==> src/rtl/breakout_pkg.sv <==
// Shared playfield geometry, level limits and paddle direction encoding for
// the breakout game blocks.
package breakout_pkg;

  localparam int SCREEN_W = 640;
  localparam int PADDLE_W = 64;
  localparam int POS_W    = 10;
  localparam int LVL_W    = 4;

  localparam logic [LVL_W-1:0] LVL_MIN = 4'd1;
  localparam logic [LVL_W-1:0] LVL_MAX = 4'd8;

  localparam logic [1:0] DIR_IDLE  = 2'd0;
  localparam logic [1:0] DIR_LEFT  = 2'd1;
  localparam logic [1:0] DIR_RIGHT = 2'd2;

  function automatic logic lvl_valid(input logic [LVL_W-1:0] lvl);
    return (lvl >= LVL_MIN) && (lvl <= LVL_MAX);
  endfunction

endpackage

==> src/rtl/input_sync.sv <==
// Two-flop synchronizer for a bundle of independent slow asynchronous bits
// (keyboard keys); each bit is synchronized on its own.
module input_sync #(
  parameter int WIDTH = 1
) (
  input  logic             clk,
  input  logic             rst_n,
  input  logic [WIDTH-1:0] d,
  output logic [WIDTH-1:0] q
);

  logic [WIDTH-1:0] meta;

  // NOTE: non-blocking assignments keep meta->q a true two-stage shift.
  always_ff @(posedge clk or negedge rst_n) begin
    if (!rst_n) begin
      meta <= '0;
      q    <= '0;
    end else begin
      meta <= d;
      q    <= meta;
    end
  end

endmodule

==> src/rtl/paddle_input_ctrl.sv <==
// Keyboard-driven paddle controller: synchronizes the keys, generates the
// movement tick, steers the paddle and hands level changes to the game FSM.
module paddle_input_ctrl #(
  parameter int TICK_DIV   = 833333,
  parameter int SCREEN_W   = breakout_pkg::SCREEN_W,
  parameter int PADDLE_W   = breakout_pkg::PADDLE_W,
  parameter int STEP       = 4,
  parameter int LVL_STABLE = 3
) (
  input  logic                          CLK,
  input  logic                          CPU_RESETN,
  input  logic                          move_left,
  input  logic                          move_right,
  input  logic [breakout_pkg::LVL_W-1:0] level,
  input  logic                          game_running,
  input  logic                          lvl_ack,
  output logic [breakout_pkg::POS_W-1:0] paddle_x,
  output logic                          frame_tick,
  output logic                          lvl_req,
  output logic [breakout_pkg::LVL_W-1:0] lvl_out
);

  import breakout_pkg::*;

  localparam int CNT_W  = (TICK_DIV > 1) ? $clog2(TICK_DIV) : 1;
  localparam int STAB_W = $clog2(LVL_STABLE + 1) > 0 ? $clog2(LVL_STABLE + 1) : 1;

  localparam logic [CNT_W-1:0]  CNT_LAST = CNT_W'(TICK_DIV - 1);
  localparam logic [STAB_W-1:0] STAB_MAX = STAB_W'(LVL_STABLE);
  localparam logic [POS_W-1:0]  PX_MAX   = POS_W'(SCREEN_W - PADDLE_W);
  localparam logic [POS_W-1:0]  PX_HOME  = POS_W'((SCREEN_W - PADDLE_W) / 2);
  localparam logic [POS_W-1:0]  STEP_PX  = POS_W'(STEP);

  logic [LVL_W+1:0]  sync_q;
  logic              left_s;
  logic              right_s;
  logic [LVL_W-1:0]  lvl_s;
  logic              left_d;
  logic              right_d;
  logic [LVL_W-1:0]  lvl_prev;
  logic [CNT_W-1:0]  tick_cnt;
  logic [1:0]        dir;
  logic [1:0]        dir_next;
  logic [STAB_W-1:0] stab_cnt;
  logic              lvl_commit;

  input_sync #(.WIDTH(LVL_W + 2)) u_input_sync (
    .clk   (CLK),
    .rst_n (CPU_RESETN),
    .d     ({level, move_right, move_left}),
    .q     (sync_q)
  );

  assign left_s  = sync_q[0];
  assign right_s = sync_q[1];
  assign lvl_s   = sync_q[LVL_W+1:2];

  // Previous synchronized values feed key-press edge detection and level stability.
  always_ff @(posedge CLK or negedge CPU_RESETN) begin
    if (!CPU_RESETN) begin
      left_d   <= 1'b0;
      right_d  <= 1'b0;
      lvl_prev <= '0;
    end else begin
      left_d   <= left_s;
      right_d  <= right_s;
      lvl_prev <= lvl_s;
    end
  end

  always_ff @(posedge CLK or negedge CPU_RESETN) begin
    if (!CPU_RESETN) begin
      tick_cnt <= '0;
    end else if (tick_cnt == CNT_LAST) begin
      tick_cnt <= '0;
    end else begin
      tick_cnt <= tick_cnt + 1'b1;
    end
  end

  assign frame_tick = (tick_cnt == CNT_LAST);

  // NOTE: dir_next gets a default first so no path leaves it unassigned (no latch).
  always_comb begin
    dir_next = dir;
    case (dir)
      DIR_IDLE: begin
        if (left_s && !right_s)      dir_next = DIR_LEFT;
        else if (right_s && !left_s) dir_next = DIR_RIGHT;
      end
      DIR_LEFT: begin
        if (!left_s)                 dir_next = right_s ? DIR_RIGHT : DIR_IDLE;
        else if (right_s && !right_d) dir_next = DIR_RIGHT;
      end
      DIR_RIGHT: begin
        if (!right_s)                dir_next = left_s ? DIR_LEFT : DIR_IDLE;
        else if (left_s && !left_d)  dir_next = DIR_LEFT;
      end
      default: dir_next = DIR_IDLE;
    endcase
  end

  always_ff @(posedge CLK or negedge CPU_RESETN) begin
    if (!CPU_RESETN) begin
      dir <= DIR_IDLE;
    end else begin
      dir <= dir_next;
    end
  end

  // Saturating moves: compare before stepping so the unsigned position never wraps.
  always_ff @(posedge CLK or negedge CPU_RESETN) begin
    if (!CPU_RESETN) begin
      paddle_x <= PX_HOME;
    end else if (frame_tick && game_running) begin
      if (dir == DIR_LEFT) begin
        paddle_x <= (paddle_x < STEP_PX) ? '0 : paddle_x - STEP_PX;
      end else if (dir == DIR_RIGHT) begin
        paddle_x <= (paddle_x >= PX_MAX - STEP_PX) ? PX_MAX : paddle_x + STEP_PX;
      end
    end
  end

  // Stability count keeps running during play so a held choice commits as soon as play stops.
  always_ff @(posedge CLK or negedge CPU_RESETN) begin
    if (!CPU_RESETN) begin
      stab_cnt <= '0;
    end else if (!lvl_valid(lvl_s) || (lvl_s != lvl_prev)) begin
      stab_cnt <= '0;
    end else if (frame_tick && (stab_cnt != STAB_MAX)) begin
      stab_cnt <= stab_cnt + 1'b1;
    end
  end

  assign lvl_commit = (stab_cnt == STAB_MAX) && (lvl_s == lvl_prev) && lvl_valid(lvl_s) &&
                      (lvl_s != lvl_out) && !game_running;

  always_ff @(posedge CLK or negedge CPU_RESETN) begin
    if (!CPU_RESETN) begin
      lvl_out <= LVL_MIN;
      lvl_req <= 1'b0;
    end else if (lvl_req) begin
      if (lvl_ack) lvl_req <= 1'b0;
    end else if (lvl_commit) begin
      lvl_out <= lvl_s;
      lvl_req <= 1'b1;
    end
  end

endmodule

==> config.mk <==
export PLATFORM = sky130hd
export DESIGN_NAME = paddle_input_ctrl
export DESIGN_NICKNAME = d
export VERILOG_FILES = /design/src/rtl/breakout_pkg.sv /design/src/rtl/input_sync.sv /design/src/rtl/paddle_input_ctrl.sv
export SDC_FILE = /design/constraint.sdc
export NUM_CORES = 1
export LEC_CHECK = 0
export ABC_AREA = 1
export CORE_MARGIN = 10
export CORE_UTILIZATION = 30
export CTS_CLUSTER_SIZE = 20
export DETAILED_ROUTE_END_ITERATION = 10
export HOLD_SLACK_MARGIN = 0.1
export SLEW_MARGIN = 30
export SYNTH_ARGS = -nofsm -noshare
export SYNTH_HDL_FRONTEND = slang
export SYNTH_SLANG_ARGS = --single-unit
==> constraint.sdc <==
create_clock -name CLK -period 1.35 [get_ports CLK]
set_clock_uncertainty 0.05 [all_clocks]
set_input_delay 0.27 -clock CLK [delete_from_list [all_inputs] [get_ports CLK]]
set_output_delay 0.27 -clock CLK [all_outputs]
set_load 0.1 [all_outputs]
* After elaboration in Yosys (flattened, before gate mapping)
Index checks and enable logic that the tools add are counted.
W data, S select, Z words.
** Cells by class
- Equal/unequal tests :: 11
- Reductions and logical operators :: 24
- Multiplexer cells :: 19
- Add/sub/neg operators :: 4
- Magnitude comparators :: 4
- Bitwise gates (word level) :: 1
** Operators by type and width (count)
- $mux W10 :: 4
- $add A20 B1 Y20 const B :: 1
- $eq A20 B20 Y1 const B :: 1
- $mux W20 :: 1
- $mux W2 :: 9
- $logic_and A1 B1 Y1 :: 11
- $add A10 B3 Y10 const B :: 1
- $ge A10 B10 Y1 const B :: 1
- $lt A10 B3 Y1 const B :: 1
- $sub A10 B3 Y10 const B :: 1
- $ne A3 B3 Y1 const B :: 3
- $ne A4 B4 Y1 :: 2
- $logic_not A1 Y1 :: 6
- $pmux W2 S3 :: 1
- $eq A2 B2 Y1 const B :: 2
- $eq A4 B4 Y1 :: 1
- $ge A4 B1 Y1 const B :: 1
- $le A4 B4 Y1 const B :: 1
- $mux W1 :: 4
- $reduce_and A2 Y1 :: 2
- $reduce_bool A2 Y1 :: 2
- $reduce_and A3 Y1 :: 1
- $add A2 B1 Y2 const B :: 1
- $eq A2 B1 Y1 const B :: 1
- other kinds (4) :: 4
** Storage, ports and cells
- Logic and storage cells :: 74
- Bits in registers :: 57

* Logic depth before layout (Yosys ltp)
Gate-level depths: netlist of run 1.
- Depth after elaboration :: 7
- Gate-level depth with buffers :: 9

* By module
A second synthesis of run 1 with hierarchy kept.
** Second synthesis, totals
- Cell total of the unflattened synthesis :: 420
- Area, all modules :: 3185.6 µm²
** By module, submodules not included
- paddle_input_ctrl :: area each 2885.3 µm², cells an instance 408, times used 1, sequential area each 1079.8 µm²
- input_sync :: area each 300.3 µm², cells an instance 12, times used 1, sequential area each 300.3 µm²

* Least setup slack after synthesis of run 1
OpenSTA, ideal clock, no wires.
- Kind :: register -> register
- From :: reg paddle_x[2] (netlist bit)
- To :: reg paddle_x[7] (netlist bit)
- Path buffers :: 0
- Setup slack :: -795 ps
- Library setup time :: 65 ps
- Cell stages (with the launch flop) :: 10
- Arrival :: 2030 ps
- Period minus slack after synthesis :: 2145 ps
- Cell sequence :: dfrtp_1 > inv_1 > ha_1 > nand2_1 > nor2_2 > nor2_2 > nand3_1 > nand2_1 > nand2_1 > nand2_1
** Between the ends
- Longest elaborated chain between the ends :: 4
- Elaborated cells on any way between the ends :: 8
** RTL lines
- start, declared :: RTL line paddle_input_ctrl.sv:17 : output logic [breakout_pkg::POS_W-1:0] paddle_x,
- start signal, assigned :: RTL line paddle_input_ctrl.sv:117 : paddle_x <= (paddle_x < STEP_PX) ? '0 : paddle_x - STEP_PX;
- start signal, assigned :: RTL line paddle_input_ctrl.sv:119 : paddle_x <= (paddle_x >= PX_MAX - STEP_PX) ? PX_MAX : paddle_x + STEP_PX;
- $add A10 B3 Y10 / $ge A10 B10 Y1 (equally long branches) :: RTL line paddle_input_ctrl.sv:119
- $mux W10 :: RTL line paddle_input_ctrl.sv:119
- $mux W10 :: RTL line paddle_input_ctrl.sv:118 : end else if (dir == DIR_RIGHT) begin
- $mux W10 * :: RTL line paddle_input_ctrl.sv:116 : if (dir == DIR_LEFT) begin
Mark *: on every way between the ends. The rest lies on a longest branch, timed or not. The select of a mux whose other input is x is not followed.
A chain may end at the register's enable or synchronous reset.

* Worst setup path in the final report of run 1
- From :: reg tick_cnt[0]
- To :: out frame_tick
** Between the ends
- Longest elaborated chain between the ends :: 1
** RTL lines
- start, declared :: RTL line paddle_input_ctrl.sv:41 : logic [CNT_W-1:0] tick_cnt;
- start signal, assigned :: RTL line paddle_input_ctrl.sv:77 : tick_cnt <= tick_cnt + 1'b1;
- $eq A20 B20 Y1 :: RTL line paddle_input_ctrl.sv:81 : assign frame_tick = (tick_cnt == CNT_LAST);
- end, declared :: RTL line paddle_input_ctrl.sv:18 : output logic frame_tick,
No other way between the ends.

==> summary.txt, run 1 <==
Drt
  – First-pass DRT Iterations: 4
  – Routed via count: 3247
  – Avg Vias per Cell: 4.49
  – Final ANT Viol Nets: 0
  – WL per Instance: 12.5 um
  – # DRC: 0
  – Drt initial violations: 124
  – Post-Route WL: 9.07 mm

Critical path
  – Critical Path Sink Type: primary output
  – Worst EP required: 1030 ps
  – Startpoint types: register
  – Crit-path max FO: 2
  – Crit path kind: reg2out
  – Crit path DAT: 1470 ps

Layout
  – Final instance area: 5540 sq um
  – Layout cell share with drive strength beyond 1: 0.532
  – Filler Cell Count: 923
  – Ant diodes: 0
  – Final layout net count: 607
  – Multi-input logic area: 2130 sq um
  – Final core utilization: 0.532
  – Register area: 1420 sq um
  – P&R area growth vs syn: 71.3%

Yosys
  – Yosys warning count: 0
  – Top cells by area, synth: dfrtp_1, nand2_1, nor2_1
  – Library cells used by synthesis: 35
  – Main synth FF type: dfrtp_1
  – Ys async rst share: 1.00
  – Synthesized area per cell: 7.55 sq um
  – Syn Inst Count: 428
  – Number of flops mapped to enable cells by yosys: 0
  – Synth top cells by count: nand2_1, nor2_1, dfrtp_1, inv_1, nand3_1
  – Count leader, synth: nand2_1
  – Sequential fraction of the synthesis area: 0.427
  – Post-Syn Area: 3230 sq um
  – Flops & latches, synth: 55
  – Synth area leader: dfrtp_1
  – Share of the synthesized area in the top cell type: 0.402

Clock network
  – H-tree level count: 2
  – Clk slew on worst S/H paths: 100 ps
  – CTS tree: built
  – Root buffer cell: clkbuf_8
  – Clock latency on the worst-skew pair: 310 ps
  – TritonCTS Sinks: 55
  – CTS Buf Count: 5
  – Longest Clk Path Bufs: 2

Timing
  – Min cycle time layout: 1790 ps
  – Fin worst setup slack: -441 ps
  – Pins over their slew limit: 0
  – Final setup violation count: 44
  – Unrepaired setup endpoints after global routing: yes
  – Fmax: 558 MHz
  – Fin crit share: 1.33
  – Final Hold Vio Count: 0

Floorplanning
  – Die area: 15300 sq um
  – Top Ports: 26
  – Starting Density: 0.310
  – Die W: 124 um
  – # rows: 37
  – Height of the die: 124 um
  – Core area: 10400 sq um

Power
  – Worst VDD drop: 0.380 mV
  – Leakage: 2.58 nW
  – Pwr Total: 3.61 mW
  – PD cells: 651 nW/um^2

Place
  – PortBufs: 23
  – DP Worst Slack: -194 ps
  – Placer Congestion: 0.879
  – Placed cell area: 4530 sq um
  – Post-DP HPWL: 6.12 mm

Status
  – Failing checks: setup timing
  – Outcome: finished with violations

Global routing
  – GRT Util Overall: 0.117
  – Vias in the first global route: 3316
  – Largest net degree at the start of global routing: 56
  – GR Overflow Total: 0
  – First-pass GRT wire length: 15.0 mm
  – Initial antenna violation count: 0

Min path
  – Worst hold path class: reg2reg

Job
  – Max Cap Violations: 0
final cells by class:
type / count / area share
Inverter: 61 / 0.0443
Tap cell: 136 / 0.0307
Sequential cell: 55 / 0.256
Clock buffer: 5 / 0.0124
Timing Repair Buffer: 155 / 0.269
Multi-Input combinational cell: 308 / 0.384
Clock inverter: 3 / 0.00407
cells by family (layout without fill, tap and decap cells):
logic type / count (synthesis) / after routing / synth area share
AO/OA/AOI/OAI: 30 / 30 / 0.0530
XOR/XNOR: 11 / 11 / 0.0298
adder cells (fa/ha/maj): 11 / 11 / 0.0426
buffers and inverters: 66 / 224 / 0.0836
flip-flops: 55 / 55 / 0.427
other: 1 / 2 / 0.00116
AND/OR/NAND/NOR: 254 / 254 / 0.363
per-stage QoR:
step	setup TNS (ps)	instances	hold slack [ps]
detailed placement	-4220	668	246
floorplan	-3860	429	-75.6
finish	-8600	723	307
global route	-11970	723	316
global placement	-3280	668	241
CTS	-5040	704	310
worst max-delay path, stage by stage, from the launching register on:
cell and delay (ps):
dfrtp_1 410, inv_2 80, ha_4 140, inv_2 40, nor2_4 110, nand3_4 100, clkinvlp_4 100, buf_12 170
sequential cells by signal, indices dropped and copies added, names as in the netlist:
signal	flops
dir	2
left_d	1
right_d	1
stab_cnt	2
lvl_req	1
u_input_sync.q	6
u_input_sync.meta	6
lvl_prev	4
tick_cnt	20
paddle_x	8
lvl_out	4
power breakdown:
part / switching (mW) / leakage [nW] / internal [mW]
Sequential: 0.0559 / 0.679 / 1.70
Clock: 0.567 / 0.0485 / 0.373
Combinational: 0.492 / 1.86 / 0.415
Total: 1.12 / 2.58 / 2.49
placed cells by master (no fill, tap or decap), types with 3 or more instances in the layout:
cell type         n
a21oi_2           3
nor2_1           34
dfstp_4           3
inv_4             3
dfrtp_4           4
nor2_4           20
nor2_2           14
dfrtp_1          38
ha_4              7
nand3_2          10
buf_4            99
buf_6            31
nand4_1          10
inv_1            37
nand2_4           8
clkbuf_8          5
nand2_1          94
buf_12           15
nand3_4           4
nand2_2          31
o21ai_0           3
nand3_1          17
o21ai_2           3
ha_1              3
dfrtp_2          10
xor2_1            9
o21ai_1           8
inv_2            19
clkdlybuf4s50_1   8
a21oi_1           5
layer usage:
metal	GRT usage	up-vias	wire length (um)
met5	0	-	0
li1	-	1645	-
met1	0.141	1537	3830
met4	0.0240	0	174
met2	0.213	49	4750
met3	0.0195	16	312
final timing paths:
check | from | end | slack [ps] | depth (start not counted)
max | tick_cnt[0]$_DFF_PN0_ | frame_tick | -440 | 7
min | u_input_sync.meta[4]$_DFF_PN0_ | u_input_sync.q[4]$_DFF_PN0_ | 310 | 0
max reg2reg | tick_cnt[6]$_DFF_PN0_ | tick_cnt[11]$_DFF_PN0_ | -340 | 11
min reg2reg | u_input_sync.meta[4]$_DFF_PN0_ | u_input_sync.q[4]$_DFF_PN0_ | 310 | 0
max in group asynchronous | CPU_RESETN | paddle_x[5]$_DFFE_PN1P_ | 530 | 3
min in group asynchronous | CPU_RESETN | tick_cnt[3]$_DFF_PN0_ | 410 | 3
repair_timing:
item,CTS,global route
setup endpoints to repair,47,47
resized for setup,71,80
setup buffers,28,21
hold buffers,1,0
pin swaps,46,42
hold endpoints to repair,52,0
Note: power is estimated with default switching activity, not from simulation.
==> inputs of run 2 (changes only) <==
ABC_CLOCK_PERIOD_IN_PS = 1350   (was default)
CORE_MARGIN = default   (was 10)
CORE_UTILIZATION = 53   (was 30)
PLACE_DENSITY = 0.77   (was default)
==> summary.txt, run 2 (same netlist as run 1, synthesis figures left out) <==
Critical path
  – Max stage delay on crit path: 440 ps (was 410 ps)
  – Crit-path max FO: 4 (was 2)
  – Crit path kind: reg2reg (was reg2out)
  – CP Cell Sequence: buf_4 -> inv_1 -> nand2_1 -> nor2_1 -> nand2_2 -> buf_4 -> nor3b_4 -> buf_4 -> nor2_1 (was inv_2 -> ha_4 -> inv_2 -> nor2_4 -> nand3_4 -> clkinvlp_4 -> buf_12)
  – Setup crit start: tick_cnt[14]$_DFF_PN0_ (was tick_cnt[0]$_DFF_PN0_)
  – Critical Path Slowest Stage Cell: dfrtp_1 (unchanged)
  – Worst path top cell family by delay: simple AND/OR/NAND/NOR gates (was flip-flops)
  – Critical Path Stages: 9 (was 7)
  – Reg2Reg Depth: 9 (was 11)
  – Worst Setup EP: tick_cnt[10]$_DFF_PN0_ (was frame_tick)
  – R2r setup slk: -710 ps (was -340 ps)
  – Startpoint types: register (unchanged)
  – Crit path DAT: 2250 ps (was 1470 ps)
  – WP buf/inv: 4 (unchanged)
  – Top cell by count, worst path: buf_4 (was inv_2)
  – Critical Path Sink Type: register (was primary output)
  – Worst EP required: 1540 ps (was 1030 ps)
  – Reg2reg start: tick_cnt[14]$_DFF_PN0_ (was tick_cnt[6]$_DFF_PN0_)
  – R2R Path End: tick_cnt[10]$_DFF_PN0_ (was tick_cnt[11]$_DFF_PN0_)

Drt
  – Routed via count: 4418 (was 3247)
  – First-pass DRT Iterations: 6 (was 4)
  – Final ANT Viol Nets: 0 (unchanged)
  – Post-Route WL: 17.0 mm (was 9.07 mm)
  – Avg Vias per Cell: 6.62 (was 4.49)
  – Drt initial violations: 677 (was 124)
  – WL per Instance: 25.4 um (was 12.5 um)
  – # DRC: 0 (unchanged)

Global routing
  – Grt met1 use: 0.531 (was 0.141)
  – GRT Util Overall: 0.448 (was 0.117)
  – Grt peak-use layer: met2 (unchanged)
  – Largest net degree at the start of global routing: 29 (was 56)
  – Met3 Usage GRT: 0.109 (was 0.0195)
  – First-pass GRT wire length: 21.0 mm (was 15.0 mm)
  – Initial antenna violation count: 3 (was 0)
  – Vias in the first global route: 4032 (was 3316)
  – GR Overflow Total: 0 (unchanged)
  – GRT met2 Usage: 0.723 (was 0.213)

Power
  – Power Internal: 2.60 mW (was 2.49 mW)
  – Sw Pwr: 1.54 mW (was 1.12 mW)
  – PD cells: 752 nW/um^2 (was 651 nW/um^2)
  – Clock share of power: 0.261 (about the same)
  – Logic gate share of total power: 0.311 (was 0.252)
  – Leakage: 2.64 nW (was 2.58 nW)
  – Sw Share: 0.372 (was 0.309)
  – Worst VDD drop: 0.721 mV (was 0.380 mV)
  – Seq pwr share: 0.428 (was 0.488)

Status
  – Failing checks: setup timing (unchanged)
  – Outcome: finished with violations (unchanged)

Layout
  – Commonest non-fill, non-tap cells in the layout: buf_4, nand2_1, dfrtp_1 (unchanged)
  – Max FFs per register: 20 (unchanged)
  – Ant diodes: 0 (unchanged)
  – Top Registers: tick_cnt: 20 flops, paddle_x: 8 flops (unchanged)
  – Final layout net count: 612 (was 607)
  – Most common cell after layout, fill and taps aside: buf_4 (unchanged)
  – Filler Cell Count: 167 (was 923)
  – Final core utilization: 0.935 (was 0.532)
  – P&R area growth vs syn: 70.3% (was 71.3%)
  – Layout cell share with drive strength beyond 1: 0.535 (was 0.532)
  – Non-filler cells in the finished layout: 667 (was 723)
  – Top reg by flops: tick_cnt (unchanged)

Place
  – Placed cell count: 605 (was 668)
  – PortBufs: 23 (unchanged)
  – Post-DP HPWL: 6.69 mm (was 6.12 mm)
  – Placer Congestion: 0.944 (was 0.879)

Clock network
  – TritonCTS Sinks: 55 (unchanged)
  – Clk slew on worst S/H paths: 120 ps (was 100 ps)
  – Clock latency on the worst-skew pair: 340 ps (was 310 ps)
  – CTS tree: built (unchanged)
  – CTS Buf Count: 5 (unchanged)
  – H-tree level count: 2 (unchanged)
  – Longest Clk Path Bufs: 2 (unchanged)
  – Root buffer cell: clkbuf_8 (unchanged)

Timing
  – Unrepaired setup endpoints after global routing: yes (unchanged)
  – Fin crit share: 1.52 (was 1.33)
  – Fin Setup TNS: -15640 ps (was -8600 ps)
  – Final Hold Vio Count: 0 (unchanged)
  – Fmax: 486 MHz (was 558 MHz)
  – Final setup violation count: 47 (was 44)
  – Pins over their slew limit: 0 (unchanged)
  – Fin worst setup slack: -708 ps (was -441 ps)
  – Min cycle time layout: 2060 ps (was 1790 ps)

Min path
  – Worst hold path class: in2reg (was reg2reg)

Floorplanning
  – Die area: 6420 sq um (was 15300 sq um)
  – Core area: 5890 sq um (was 10400 sq um)
  – Die W: 80.1 um (was 124 um)
  – Height of the die: 80.1 um (was 124 um)
  – Starting Density: 0.549 (was 0.310)
  – # rows: 28 (was 37)
  – Top Ports: 26 (unchanged)

Job
  – Max Cap Violations: 0 (unchanged)
[run 2: cell count changes in the layout (fill, tap and decap cells not counted), moves of 2 or more]
cell and change:
o21ai_1 -4, inv_1 -6, buf_4 +8, buf_6 -5, nand2_2 -3, nor2_4 -2
nor2_1 +3, buf_12 +2, inv_2 +5, dfrtp_2 -2, o21ai_0 +4, dfrtp_1 +2
nand2_1 +2
[run 2: area by class of cell]
type	instances	area [sq um]	area share
Clock inverter	3	27.5	0.00500
Sequential cell	55	1420	0.257
Clock buffer	5	68.8	0.0125
Multi-Input combinational cell	308	2120	0.385
Timing Repair Buffer	160	1530	0.278
Tap cell	75	93.8	0.0170
Inverter	61	250	0.0455
[run 2: worst reg2reg max path, delay by kind of cell, from the launching register on]
kind	cells	cell delay [ps]
flip-flops	1	440
AND/OR/NAND/NOR	5	790
buffers and inverters	4	690
[run 2: timing repair]
action                     CTS  global route
setup buffers               45            15
hold buffers                 1             0
resized for setup           92            54
hold endpoints to repair    39             0
setup endpoints to repair   47            47
pin swaps                   49            32
[run 2: routing by layer]
metal / vias up / share of wire
li1: 1656 / -
met1: 2019 / 0.31
met2: 510 / 0.43
met3: 229 / 0.14
met4: 4 / 0.12
met5: - / 0.0019
[run 2: power by group through the flow]
stage	registers, mW	logic [mW]	clock network, mW
after floorplan	1.77	0.347	0
after global placement	1.76	0.609	0
after detailed placement	1.77	0.630	0
after CTS	1.75	0.889	1.01
after global routing	1.78	1.30	1.10
final	1.77	1.29	1.08
[run 2: how the worst min path moves through the flow]
stage | to | slack (ps) | cells past startpoint | from
2_1_floorplan | dir[0]$_DFFE_PN0P_ | -80 | 0 | CPU_RESETN
3_3_place_gp | lvl_prev[0]$_DFF_PN0_ | 130 | 1 | CPU_RESETN
3_5_place_dp | u_input_sync.q[2]$_DFF_PN0_ | 140 | 1 | CPU_RESETN
4_1_cts | u_input_sync.q[5]$_DFF_PN0_ | 310 | 0 | u_input_sync.meta[5]$_DFF_PN0_
5_1_grt | u_input_sync.meta[1]$_DFF_PN0_ | 310 | 1 | move_right
6_report | u_input_sync.meta[1]$_DFF_PN0_ | 300 | 1 | move_right
[run 2: metrics by stage]
| stage | hold WS, ps | cell area (sq um) | power (mW) | setup slack (ps) |
|---|---|---|---|---|
| after global routing | 306 | 5510 | 4.18 | -802 |
| after floorplan | -75.6 | 3390 | 2.12 | -258 |
| after global placement | 133 | 4450 | 2.37 | -128 |
| after CTS | 314 | 5240 | 3.65 | -460 |
| final | 303 | 5510 | 4.14 | -708 |
| after detailed placement | 141 | 4450 | 2.40 | -187 |
==> inputs of run 3 (changes only) <==
--- a/config.mk
+++ b/config.mk
@@ -9,4 +9,5 @@
 export ABC_CLOCK_PERIOD_IN_PS = 1350
 export CORE_UTILIZATION = 53
+export CTS_CLUSTER_DIAMETER = 120
 export CTS_CLUSTER_SIZE = 20
 export DETAILED_ROUTE_END_ITERATION = 10
==> constraint.sdc (replaced) <==
create_clock -name CLK -period 1.35 [get_ports CLK]
set_clock_uncertainty 0.05 [all_clocks]
set_input_delay 0.3375 -clock CLK [delete_from_list [all_inputs] [get_ports CLK]]
set_output_delay 0.3375 -clock CLK [all_outputs]
set_load 0.1 [all_outputs]
==> summary.txt, run 3 (same netlist as run 1, synthesis figures left out) <==
Timing
  – Fmax: 508 MHz (was 486 MHz)
  – Fin worst setup slack: -618 ps (was -708 ps)
  – Min cycle time layout: 1970 ps (was 2060 ps)
  – Fin crit share: 1.46 (was 1.52)
  – Pins over their slew limit: 0 (unchanged)
  – Final setup violation count: 50 (was 47)
  – Final Hold Vio Count: 0 (unchanged)
  – Fin Setup TNS: -18120 ps (was -15640 ps)
  – Unrepaired setup endpoints after global routing: yes (unchanged)

Clock network
  – TritonCTS Sinks: 55 (unchanged)
  – Clock latency on the worst-skew pair: 330 ps (was 340 ps)
  – CTS Buf Count: 5 (unchanged)
  – Clk slew on worst S/H paths: 120 ps (about the same)
  – CTS tree: built (unchanged)
  – Longest Clk Path Bufs: 2 (unchanged)
  – H-tree level count: 2 (unchanged)
  – Root buffer cell: clkbuf_8 (unchanged)

Layout
  – Final layout net count: 615 (was 612)
  – Top reg by flops: tick_cnt (unchanged)
  – Filler Cell Count: 179 (was 167)
  – Top Registers: tick_cnt: 20 flops, paddle_x: 8 flops (unchanged)
  – Final instance area: 5480 sq um (was 5510 sq um)
  – P&R area growth vs syn: 69.6% (was 70.3%)
  – Final core utilization: 0.932 (was 0.935)
  – Commonest non-fill, non-tap cells in the layout: buf_4, nand2_1, nor2_1, dfrtp_1, inv_1 (was buf_4, nand2_1, dfrtp_1)
  – Most common cell after layout, fill and taps aside: buf_4 (unchanged)
  – Max FFs per register: 20 (unchanged)
  – Layout cell share with drive strength beyond 1: 0.523 (was 0.535)

Job
  – Max Cap Violations: 0 (unchanged)

Power
  – Worst VDD drop: 0.689 mV (was 0.721 mV)
  – Pwr Total: 3.97 mW (was 4.14 mW)
  – Leakage: 2.63 nW (was 2.64 nW)
  – PD cells: 723 nW/um^2 (was 752 nW/um^2)

Drt
  – Drt initial violations: 664 (was 677)
  – Wire length on met2: 7.24 mm (was 7.26 mm)
  – Top layer in use: met4 (was met5)
  – Final ANT Viol Nets: 0 (unchanged)
  – Routed via count: 4237 (was 4418)
  – Avg Vias per Cell: 6.31 (was 6.62)
  – Post-Route WL: 15.6 mm (was 17.0 mm)
  – First-pass DRT Iterations: 7 (was 6)
  – WL per Instance: 23.3 um (was 25.4 um)
  – M1 WL: 4.88 mm (was 5.30 mm)
  – WL met3: 1.74 mm (was 2.36 mm)
  – # DRC: 0 (unchanged)

Floorplanning
  – Height of the die: 80.1 um (unchanged)
  – Core area: 5890 sq um (unchanged)
  – Top Ports: 26 (unchanged)
  – Die W: 80.1 um (unchanged)
  – # rows: 28 (unchanged)
  – Starting Density: 0.549 (unchanged)
  – Die area: 6420 sq um (unchanged)

Min path
  – WHS Endpoint: u_input_sync.q[3]$_DFF_PN0_ (was u_input_sync.meta[1]$_DFF_PN0_)
  – Hold Crit Depth: 0 (was 1)
  – HP Start: u_input_sync.meta[3]$_DFF_PN0_ (was move_right)
  – Worst hold path class: reg2reg (was in2reg)

Critical path
  – Critical Path Sink Type: primary output (was register)
  – Worst EP required: 960 ps (was 1540 ps)
  – R2R Path End: paddle_x[6]$_DFFE_PN0P_ (was tick_cnt[10]$_DFF_PN0_)
  – R2r setup slk: -580 ps (was -710 ps)
  – Reg2Reg Depth: 10 (was 9)
  – Crit path DAT: 1580 ps (was 2250 ps)
  – Crit-path max FO: 2 (was 4)
  – Reg2reg start: tick_cnt[6]$_DFF_PN0_ (was tick_cnt[14]$_DFF_PN0_)
  – Crit path kind: reg2out (was reg2reg)
  – Startpoint types: register (unchanged)

Global routing
  – Vias in the first global route: 3719 (was 4032)
  – First-pass GRT wire length: 17.5 mm (was 21.0 mm)
  – Largest net degree at the start of global routing: 56 (was 29)
  – GRT Util Overall: 0.365 (was 0.448)
  – Initial antenna violation count: 1 (was 3)
  – GR Overflow Total: 0 (unchanged)

Place
  – Placed cell area: 4420 sq um (was 4450 sq um)
  – PortBufs: 23 (unchanged)
  – Post-DP HPWL: 6.14 mm (was 6.69 mm)
  – Placer Congestion: 0.900 (was 0.944)

Status
  – Outcome: finished with violations (unchanged)
  – Failing checks: setup timing (unchanged)
[run 3: routing by layer]
metal  vias up  GRT usage
met5         -          0
met4         0      0.209
met3       201     0.0489
met2       430      0.676
met1      1945      0.395
li1       1661          -
[run 3: critical path, cell delays in order (launching register included)]
cell and delay (ps):
dfrtp_1 400, nand2_1 110, inv_1 160, nand2_4 70, nor2_4 130, nand3_4 110, clkinvlp_4 100, buf_12 170
[run 3: worst max path at each step]
| stage | start | to | slack, ps |
|---|---|---|---|
| floorplan | tick_cnt[0]$_DFF_PN0_ | frame_tick | -340 |
| global placement | tick_cnt[11]$_DFF_PN0_ | frame_tick | -200 |
| detailed placement | tick_cnt[0]$_DFF_PN0_ | tick_cnt[16]$_DFF_PN0_ | -240 |
| CTS | tick_cnt[1]$_DFF_PN0_ | frame_tick | -500 |
| global route | tick_cnt[6]$_DFF_PN0_ | paddle_x[8]$_DFFE_PN1P_ | -740 |
| finish | tick_cnt[9]$_DFF_PN0_ | frame_tick | -620 |
[run 3: timing repair]
item | 4_1_cts | 5_1_grt
pin swaps | 34 | 38
hold endpoints to repair | 52 | 0
endpoints found under the setup margin | 46 | 51
setup buffers | 37 | 23
hold buffers | 1 | 0
gates resized for setup | 98 | 53
[run 3: metrics by stage]
| step | worst slack, ps | hold WS (ps) | std cells |
|---|---|---|---|
| 3_3_place_gp | -199 | 282 | 608 |
| 6_report | -618 | 315 | 671 |
| 5_1_grt | -739 | 315 | 671 |
| 3_5_place_dp | -242 | 286 | 608 |
| 2_1_floorplan | -341 | -8.09 | 429 |
| 4_1_cts | -502 | 311 | 654 |
[run 3: cell type report]
type	instances	area, sq um	area share
Antenna cell	1	2.50	0.000456
Multi-Input combinational cell	308	2110	0.384
Sequential cell	55	1410	0.258
Tap cell	75	93.8	0.0171
Clock buffer	5	68.8	0.0125
Inverter	61	245	0.0447
Clock inverter	3	27.5	0.00502
Timing Repair Buffer	163	1530	0.278
[run 3: power by group]
part	switching [mW]	leakage (nW)	internal (mW)	total, mW
Combinational	0.676	1.91	0.477	1.15
Clock	0.656	0.0463	0.384	1.04
Sequential	0.0695	0.682	1.70	1.77
Total	1.40	2.63	2.56	3.97
==> variant: new RTL, settings of run 3 <==
Change the package constant `POS_W` from 10 to 5.
--- a/src/rtl/breakout_pkg.sv
+++ b/src/rtl/breakout_pkg.sv
@@ -4,7 +4,7 @@
 
   localparam int SCREEN_W = 640;
   localparam int PADDLE_W = 64;
-  localparam int POS_W    = 10;
+  localparam int POS_W    = 5;
   localparam int LVL_W    = 4;
 
   localparam logic [LVL_W-1:0] LVL_MIN = 4'd1;
Ports: changed (resized paddle_x); port bits go from 26 to 21. The function was not compared with the original's and may differ.
==> variant against run 3 <==
- power is 13% lower
- the flow still finishes with violations (setup timing)
- critical path depth unchanged
- routed wire length fell by 56%
- synthesized area decreased by 19%
- design area shrank 27%
- sequential cell count fell by 5
- via count decreased by 42%
- largest power group unchanged
- worst setup slack better by 59 ps
- count of clock-buffer cells in the layout is 3 higher
- highest routed layer unchanged
- register-to-register slack gained 80 ps
- sequential power is 9.6% lower
- first-iteration DRC count decreased by 79%
==> variant: results (changes against run 3) <==
Outcome
  • Outcome: finished, violations left
  • Violated checks: setup timing

Logic synthesis
  • Synth area leaders: dfrtp_1 (47%), nand2_1 (13%), inv_1 (8.0%)
  • Xor/xnor share of the synthesized area: 2.009% (-0.97 points)
  • Synth cell count leaders: nand2_1 (91), inv_1 (56), dfrtp_1 (49)
  • Netlist cell types: 26 (-26%)

Worst setup path
  • Worst Reg-to-Reg Cells: 13 (+3)
  • R2R Setup Slk: -500 ps (+80 ps)
  • RR Startpoint: tick_cnt[0]

STA
  • # setup viols final: 35 (-30%)
  • Setup ws final: -558.4 ps (+59.44 ps)

Final layout
  • CLK BUF: 8 (+3)
  • Multi-Input Combinational: 222 (-28%)
  • Clock-cell share: 2.767% (+1.0 points)
  • Fraction of layout cells with a size suffix above 1: 38.23% (-14 points)
  • Nets@finish: 450 (-27%)
  • Multi-input gate area: 1394 µm² (-34%)
  • Diode count: 0 (-1)
  • NonClk Buf Share: 22.52% (-5.3 points)

Drt
  • Wire per inst: 13.89 µm (-40%)
  • Met3 WL: 234 µm (-87%)
  • DRT met1 WL: 2744 µm (-44%)
  • Via count: 2467 (-42%)
  • WL met2: 3563 µm (-51%)

GRT
  • Largest net degree at the start of global routing: 23 (-59%)
  • Antenna violations before repair: 0 (-1)

Clock network
  • Clock Latency Late Sink: 300 ps (-30 ps)

Placed design
  • Dpl cells: 466 (-23%)
variant: how the worst max path moves through the flow:
stage	startpoint	end	slack, ps	cells after the start
2_1_floorplan	tick_cnt[0]	frame_tick	-220	7
3_3_place_gp	tick_cnt[1]	frame_tick	-180	7
3_5_place_dp	tick_cnt[1]	paddle_x[3]	-240	10
4_1_cts	tick_cnt[0]	frame_tick	-500	7
5_1_grt	tick_cnt[0]	frame_tick	-600	7
6_report	tick_cnt[0]	frame_tick	-560	7
variant: metrics by stage:
stage	instance area, µm²	utilization, %	TNS (ps)
finish	3979	84.24	-9604
global route	3979	84.24	-11390
CTS	3726	78.89	-3701
detailed placement	3401	72.00	-3636
global placement	3401	72.00	-2691
floorplan	2694	-	-2074
variant: power by group:
group          internal, mW  total (mW)  switching (mW)
registers              1.55        1.60          0.0495
logic                 0.389       0.831           0.442
clock network         0.518        1.00           0.485
total                  2.46        3.43           0.977
